## config.mk

```make
export PLATFORM = sky130hd
export DESIGN_NAME = uart_tx_buffered
export DESIGN_NICKNAME = d
export VERILOG_FILES = /design/src/rtl/uart_tx_buffered.sv
export SDC_FILE = /design/constraint.sdc
export NUM_CORES = 1
export LEC_CHECK = 0
export CORE_UTILIZATION = 30
export DETAILED_ROUTE_END_ITERATION = 10
export PLACE_DENSITY = 0.49
export SLEW_MARGIN = 20
export SYNTH_ARGS = -nofsm -noshare
export SYNTH_HDL_FRONTEND = slang
export SYNTH_SLANG_ARGS = --single-unit
export TNS_END_PERCENT = 100
```

## constraint.sdc

```tcl
create_clock -name clk -period 7.3 [get_ports clk]
set_input_delay 1.825 -clock clk [delete_from_list [all_inputs] [get_ports clk]]
set_output_delay 1.825 -clock clk [all_outputs]
set_load 0.005 [all_outputs]
```

## src/rtl/uart_tx_buffered.sv

```systemverilog
// uart_tx_buffered: byte FIFO feeding an 8N1 serial transmitter (LSB first, idle-high).
//
// Parameters
//   CLK_PER_BIT : clock cycles per serial bit (2..65535)
//   FIFO_DEPTH  : FIFO entries, power of two, >= 2
// Ports
//   clk      : rising-edge clock
//   reset    : synchronous active-high reset
//   data_in  : byte to enqueue
//   wr_en    : one-cycle write strobe for data_in
//   tx       : serial line (registered)
//   full     : FIFO count == FIFO_DEPTH
//   empty    : FIFO count == 0
//   count    : FIFO occupancy 0..FIFO_DEPTH
//   overflow : one-cycle pulse the cycle after a write is dropped
//   tx_busy  : FSM not idle or FIFO not empty
module uart_tx_buffered #(
  parameter logic [15:0] CLK_PER_BIT = 16'd1250,
  parameter int unsigned FIFO_DEPTH  = 8
) (
  input  logic                          clk,
  input  logic                          reset,
  input  logic [7:0]                    data_in,
  input  logic                          wr_en,
  output logic                          tx,
  output logic                          full,
  output logic                          empty,
  output logic [$clog2(FIFO_DEPTH):0]   count,
  output logic                          overflow,
  output logic                          tx_busy
);

  localparam int unsigned AW = $clog2(FIFO_DEPTH);
  localparam int unsigned CW = AW + 1;
  localparam logic [CW-1:0] DEPTH_C   = CW'(FIFO_DEPTH);
  localparam logic [15:0]   LAST_TICK = CLK_PER_BIT - 16'd1;

  typedef enum logic [1:0] {IDLE, START, DATA, STOP} state_t;

  state_t        state, state_next;
  logic [7:0]    mem [FIFO_DEPTH];
  logic [AW-1:0] wr_ptr, rd_ptr;
  logic [7:0]    shift, shift_next;
  logic [15:0]   bit_cnt, bit_cnt_next;
  logic [2:0]    bit_idx, bit_idx_next;
  logic          tx_next;
  logic          push, pop;

  assign full    = (count == DEPTH_C);
  assign empty   = (count == '0);
  assign tx_busy = (state != IDLE) || !empty;
  // full is the registered flag, so a pop in the same cycle cannot rescue a write.
  assign push    = wr_en && !full;

  // tx_next is the level for the upcoming bit period; tx itself is a flop so the
  // line changes on the same edge as the state.
  always_comb begin
    state_next   = state;
    shift_next   = shift;
    bit_cnt_next = bit_cnt;
    bit_idx_next = bit_idx;
    tx_next      = tx;
    pop          = 1'b0;
    case (state)
      IDLE: begin
        tx_next = 1'b1;
        if (!empty) begin
          pop          = 1'b1;
          shift_next   = mem[rd_ptr];
          bit_cnt_next = '0;
          tx_next      = 1'b0;
          state_next   = START;
        end
      end
      START: begin
        if (bit_cnt == LAST_TICK) begin
          bit_cnt_next = '0;
          bit_idx_next = '0;
          tx_next      = shift[0];
          shift_next   = {1'b0, shift[7:1]};
          state_next   = DATA;
        end else begin
          bit_cnt_next = bit_cnt + 16'd1;
        end
      end
      DATA: begin
        if (bit_cnt == LAST_TICK) begin
          bit_cnt_next = '0;
          if (bit_idx == 3'd7) begin
            tx_next    = 1'b1;
            state_next = STOP;
          end else begin
            bit_idx_next = bit_idx + 3'd1;
            tx_next      = shift[0];
            shift_next   = {1'b0, shift[7:1]};
          end
        end else begin
          bit_cnt_next = bit_cnt + 16'd1;
        end
      end
      STOP: begin
        if (bit_cnt == LAST_TICK) begin
          bit_cnt_next = '0;
          state_next   = IDLE;
        end else begin
          bit_cnt_next = bit_cnt + 16'd1;
        end
      end
      default: state_next = IDLE;
    endcase
  end

  always_ff @(posedge clk) begin
    if (reset) begin
      state    <= IDLE;
      tx       <= 1'b1;
      shift    <= '0;
      bit_cnt  <= '0;
      bit_idx  <= '0;
      wr_ptr   <= '0;
      rd_ptr   <= '0;
      count    <= '0;
      overflow <= 1'b0;
    end else begin
      state    <= state_next;
      tx       <= tx_next;
      shift    <= shift_next;
      bit_cnt  <= bit_cnt_next;
      bit_idx  <= bit_idx_next;
      overflow <= wr_en && full;
      if (push) wr_ptr <= wr_ptr + AW'(1);
      if (pop)  rd_ptr <= rd_ptr + AW'(1);
      case ({push, pop})
        2'b10:   count <= count + CW'(1);
        2'b01:   count <= count - CW'(1);
        default: count <= count;
      endcase
    end
  end

  // Storage is left unreset; only entries written since reset are ever read.
  always_ff @(posedge clk) begin
    if (!reset && push) mem[wr_ptr] <= data_in;
  end

endmodule
```

# Word level (Yosys, flattened, before mapping)
# Memories as Yosys holds them, arrays and structs flattened. A register that Yosys moved wholly into a read port is not among the register bits.
# Cells that the tools add are included.
# word_totals
ff_bits	41
latchBits	0
ram_bits	64
romBits	0
in_bits	11
out_inout_bits	9
elab_cells	78
memories	1
# mem_list
memory	depth	width	rd	rd_clocked_by_memory_dff	wr	line	text
mem	8	8	1	1	1	41	logic [7:0] mem [FIFO_DEPTH];
# classes
n_addsub	6
n_mul	0
div_mod_pow	0
order_cmp	0
eq_ne	14
shifts	0
muxes	30
bitwise_logic	0
reduce_logical	18
# op_table
op	n
$mux 16	2
$mux 8	4
$pmux 16 s2	1
$pmux 8 s3	1
$add 16x1->16 const B	1
$eq 16x11->1 const B	1
$mux 3	5
$ne 2x2->1 const B	6
$mux 2	5
$reduce_and 5->1	2
$add 3x1->3 const B	3
$mux 1	8
$pmux 2 s4	1
$pmux 4 s2	1
$eq 2x2->1 const B	3
$pmux 3 s2	1
$reduce_bool 2->1	3
$add 4x1->4 const B	1
$eq 2x1->1 const B	2
$eq 4x4->1 const B	1
$logic_not 4->1	1
$reduce_and 4->1	1
$sub 4x1->4 const B	1
$eq 3x3->1 const B	1
8 further kinds	12

# Depth between registers and ports, before layout
# logic_depth
ltp_word	6
ltp_mapped	11

# Least setup slack after synthesis
# Ideal clock, no wire load.
# synth_timing
kind	input to register
startpoint	input reset
endpoint	memory mem[0][0] (enable)
setup_ns	0.383
t_arrival_ns	2.926
slack_ns	3.991
stages	3
path_cell_list	nand2b_1 or3_1 nor3_1
# synth_between
elab_chain_cells	4
# synth_rtl
item	line	text
start, declared	22	input logic reset,
$logic_not 1->1	143	if (!reset && push) mem[wr_ptr] <= data_in;
$logic_and 1x1->1	143	
$mux 1	143	
$mux 1 (not written as such)	143	
end, declared	41	
# No other way between the ends.

# Worst setup path in the final report
# layout_timing
startpoint	register count[0]
endpoint	output tx_busy
# layout_between
elab_chain_cells	3
# layout_rtl
item	line	text
start, declared	28	output logic [$clog2(FIFO_DEPTH):0] count,
start signal, assigned	134	2'b10: count <= count + CW'(1);
start signal, assigned	135	2'b01: count <= count - CW'(1);
start signal, assigned	136	default: count <= count;
$logic_not 4->1	50	assign empty = (count == '0);
$logic_not 1->1	-	
$logic_or 1x1->1	51	assign tx_busy = (state != IDLE) || !empty;
end, declared	30	output logic tx_busy
# No other way between the ends.

==> flow_metrics.env <==
export IMPL_drive_gt1_share_pct=12.4
export IMPL_grt_util_met3_pct=3.27
export IMPL_hpwlAfterDp_um=6130
export IMPL_root_buffer="clkbuf_16"
export IMPL_busiest_layer="met2"
export IMPL_rsz0062_at_grt="no"
export IMPL_via_per_inst=4.74
export IMPL_ios=20
export IMPL_maxCapViolCount=0
export IMPL_whs_ns=0.457
export IMPL_path_max_fanout=13
export IMPL_drt_first_pass_iters=4
export IMPL_finalSetupTns_ns=0
export IMPL_synth_edf_count=64
export IMPL_syn_area_per_cell_sq_um=12.7
export IMPL_max_freq_mhz=222
export IMPL_drc=0
export IMPL_ys_types=51
export IMPL_yosysWarnings=0
export IMPL_vias=2878
export IMPL_cellLeakagePower_uw=0.00182
export IMPL_clkTransAtPathRegs_ns=0.07
export IMPL_synth_nets=398
export IMPL_hp_class="reg2reg"
export IMPL_finalClockSkew_ns=0.00972
export IMPL_grtUsageMet2_pct=20.8
export IMPL_cp_arrival_ns=2.68
export IMPL_syn_inst=373
export IMPL_required_ns=5.48
export IMPL_wl_per_cell_um=15.2
export IMPL_ant_nets=0
export IMPL_hold_violations=0
export IMPL_cts_resized=0
export IMPL_period_minus_slack_ns=4.50
export IMPL_worst_setup_path_end_kind="output pin"
export IMPL_slew_limit_headroom_pct=40.5
export IMPL_worstSetupPathType="reg2out"
export IMPL_h_tree_depth=3
export IMPL_dieHeight_um=128
export IMPL_drv_slew=0
export IMPL_finalPower_uw=1870
export IMPL_grt_pass1_wl_um=15400
export IMPL_stdcell_count=607
export IMPL_seq_area_frac_synth_pct=59.3
export IMPL_core_area_sq_mm=0.0153
export IMPL_cts_buffers=9
export IMPL_setup_violations=0
export IMPL_io_buffers=19
export IMPL_clock_latency_ns=0.36
export IMPL_rows=45
export IMPL_clock_sinks=108
export IMPL_syn_to_final_growth_pct=15.0
export IMPL_worst_pin_slew_ns=0.890
export IMPL_grt_usage_pct=12.6
export IMPL_grt_pass1_vias=2975
export IMPL_grt_max_degree=40
export IMPL_period_share_pct=61.7
export IMPL_status="finished, final reports clean"
export IMPL_ys_flop_type="edfxtp_1"
export IMPL_drtIter0Drc=229
export IMPL_num_nets_final=416
export IMPL_postCtsSetupBuffers=0
export IMPL_n_antenna_cell=0
export IMPL_clockBufferDepth=2
export IMPL_dp_cells=591
export IMPL_power_density_mw_per_mm2=343
export IMPL_dieArea_sq_mm=0.0163
export IMPL_start_util_pct=30.9
export IMPL_synthArstFlopShare_pct=0
export IMPL_grt_overflow_total=0
export IMPL_ys_ff_latch=108
export IMPL_wl_um=9200
export IMPL_place_congestion=0.755
export IMPL_hold_buffers=0
export IMPL_synth_area_sq_mm=0.00473
export IMPL_die_x_um=128
export IMPL_grt_use_met1_pct=15.8
export IMPL_worst_setup_path_start_kind="flop"
export IMPL_peakVddDrop_mv=0.168
export IMPL_cts_tree="done"
export IMPL_antenna_found_initial=0
==> sequential cells by signal (all words and copies together) (netlist names), named ones only <==
signal and flops:
mem 64, bit_cnt 16, shift 8, count 4
bit_idx 3, rd_ptr 3, wr_ptr 3, state 2
overflow 1, tx 1
==> Yosys cell counts, types with 2 or more instances <==
master     n  area share [%]
edfxtp_1  64              41
dfxtp_1   44              19
nor2_1    37             2.9
nand2_1   25             2.0
a21oi_1   22             2.3
mux4_2    16             7.6
ha_1      14             3.7
inv_1     13             1.0
xor2_1    13             2.4
nand3_1   10             1.1
nor3_1     9            0.95
clkbuf_1   8            0.64
mux2i_1    8             1.7
nand2b_1   8             1.1
o21ai_0    8            0.85
nand4_1    7            0.93
o22ai_1    6            0.79
a211o_2    4            0.85
or3_1      4            0.53
a211o_1    3            0.56
a211oi_1   3            0.48
a31oi_1    3            0.40
and2_1     3            0.40
and3_1     3            0.40
buf_2      3            0.32
nor2b_1    3            0.40
buf_1      2            0.16
buf_6      2            0.48
nand3b_1   2            0.32
nand4b_1   2            0.37
nor4_1     2            0.26
o211a_1    2            0.42
or2_2      2            0.26
==> cells in the final DEF (no fill, tap or decap), types with 2 or more instances in the layout <==
cell type / count
edfxtp_1: 64
a31oi_1: 3
nor4_1: 2
or2_2: 2
and3_1: 3
and2_1: 3
mux2i_1: 8
a211o_2: 4
nor2_1: 37
o22ai_1: 6
clkbuf_16: 9
a21oi_1: 22
inv_6: 4
nand3b_1: 2
or3_1: 4
mux4_2: 16
dfxtp_1: 44
nand4_1: 7
a211oi_1: 3
clkdlybuf4s50_1: 19
nand2_1: 25
nand4b_1: 2
xor2_1: 13
nand3_1: 10
inv_1: 13
nor3_1: 8
nand2b_1: 8
ha_1: 14
o211a_1: 2
nor2b_1: 3
a211o_1: 3
buf_4: 3
o21ai_0: 8
==> cell families after synthesis <==
group / synth area share (%)
AO/OA/AOI/OAI: 8.39
XOR/XNOR: 2.59
adder cells (fa/ha/maj): 3.71
buffers and inverters: 2.62
flip-flops: 59.3
multiplexers: 9.56
AND/OR/NAND/NOR: 13.8
==> metal layers <==
| metal | share of wire [%] | vias up | routed length (um) |
|---|---|---|---|
| met4 | 1.6 | 0 | 150 |
| met5 | 0 | - | 0 |
| met2 | 47 | 55 | 4340 |
| met3 | 3.7 | 10 | 339 |
| li1 | - | 1423 | - |
| met1 | 47 | 1390 | 4360 |
==> per-stage QoR <==
stage                     setup WS (ns)  cell area (sq um)  utilization (%)
after detailed placement           2.88               5130             33.5
after CTS                          2.77               5420             35.4
final                              2.80               5440             35.5
after global routing               2.62               5440             35.5
after floorplan                    3.99               4730                -
after global placement             2.94               5130             33.5
==> final cells by class <==
cell class,instances,area [sq um]
Sequential cell,108,2800
Multi-Input combinational cell,237,1820
Fill cell,1515,9880
Inverter,13,48.8
Clock inverter,7,66.3
Clock buffer,9,225
Timing Repair Buffer,22,213
Tap cell,211,264
==> final timing paths <==
check / startpoint / to / slack (ns) / cells after the start
worst max-delay path: count[0]$_SDFFE_PP0P_ / tx_busy / 2.80 / 4
worst min-delay path: shift[3]$_SDFFE_PP0P_ / shift[3]$_SDFFE_PP0P_ / 0.46 / 2
worst min register to register: shift[3]$_SDFFE_PP0P_ / shift[3]$_SDFFE_PP0P_ / 0.46 / 2
worst max register to register: count[0]$_SDFFE_PP0P_ / count[2]$_SDFFE_PP0P_ / 4.60 / 9
==> critical path, cell delays in order, from the launching register on <==
cell	delay, ns
dfxtp_1	0.40
nor4_2	0.62
and2_1	0.48
inv_1	0.30
clkdlybuf4s50_1	0.52
==> where the power goes <==
| part | leakage (uW) | internal [uW] | switching (uW) | total, uW |
|---|---|---|---|---|
| combinational | 0.000742 | 288 | 352 | 640 |
| sequential | 0.000936 | 698 | 51.6 | 750 |
| clock | 0.000144 | 241 | 236 | 477 |
No activity file was read; power rests on OpenSTA's default activity.
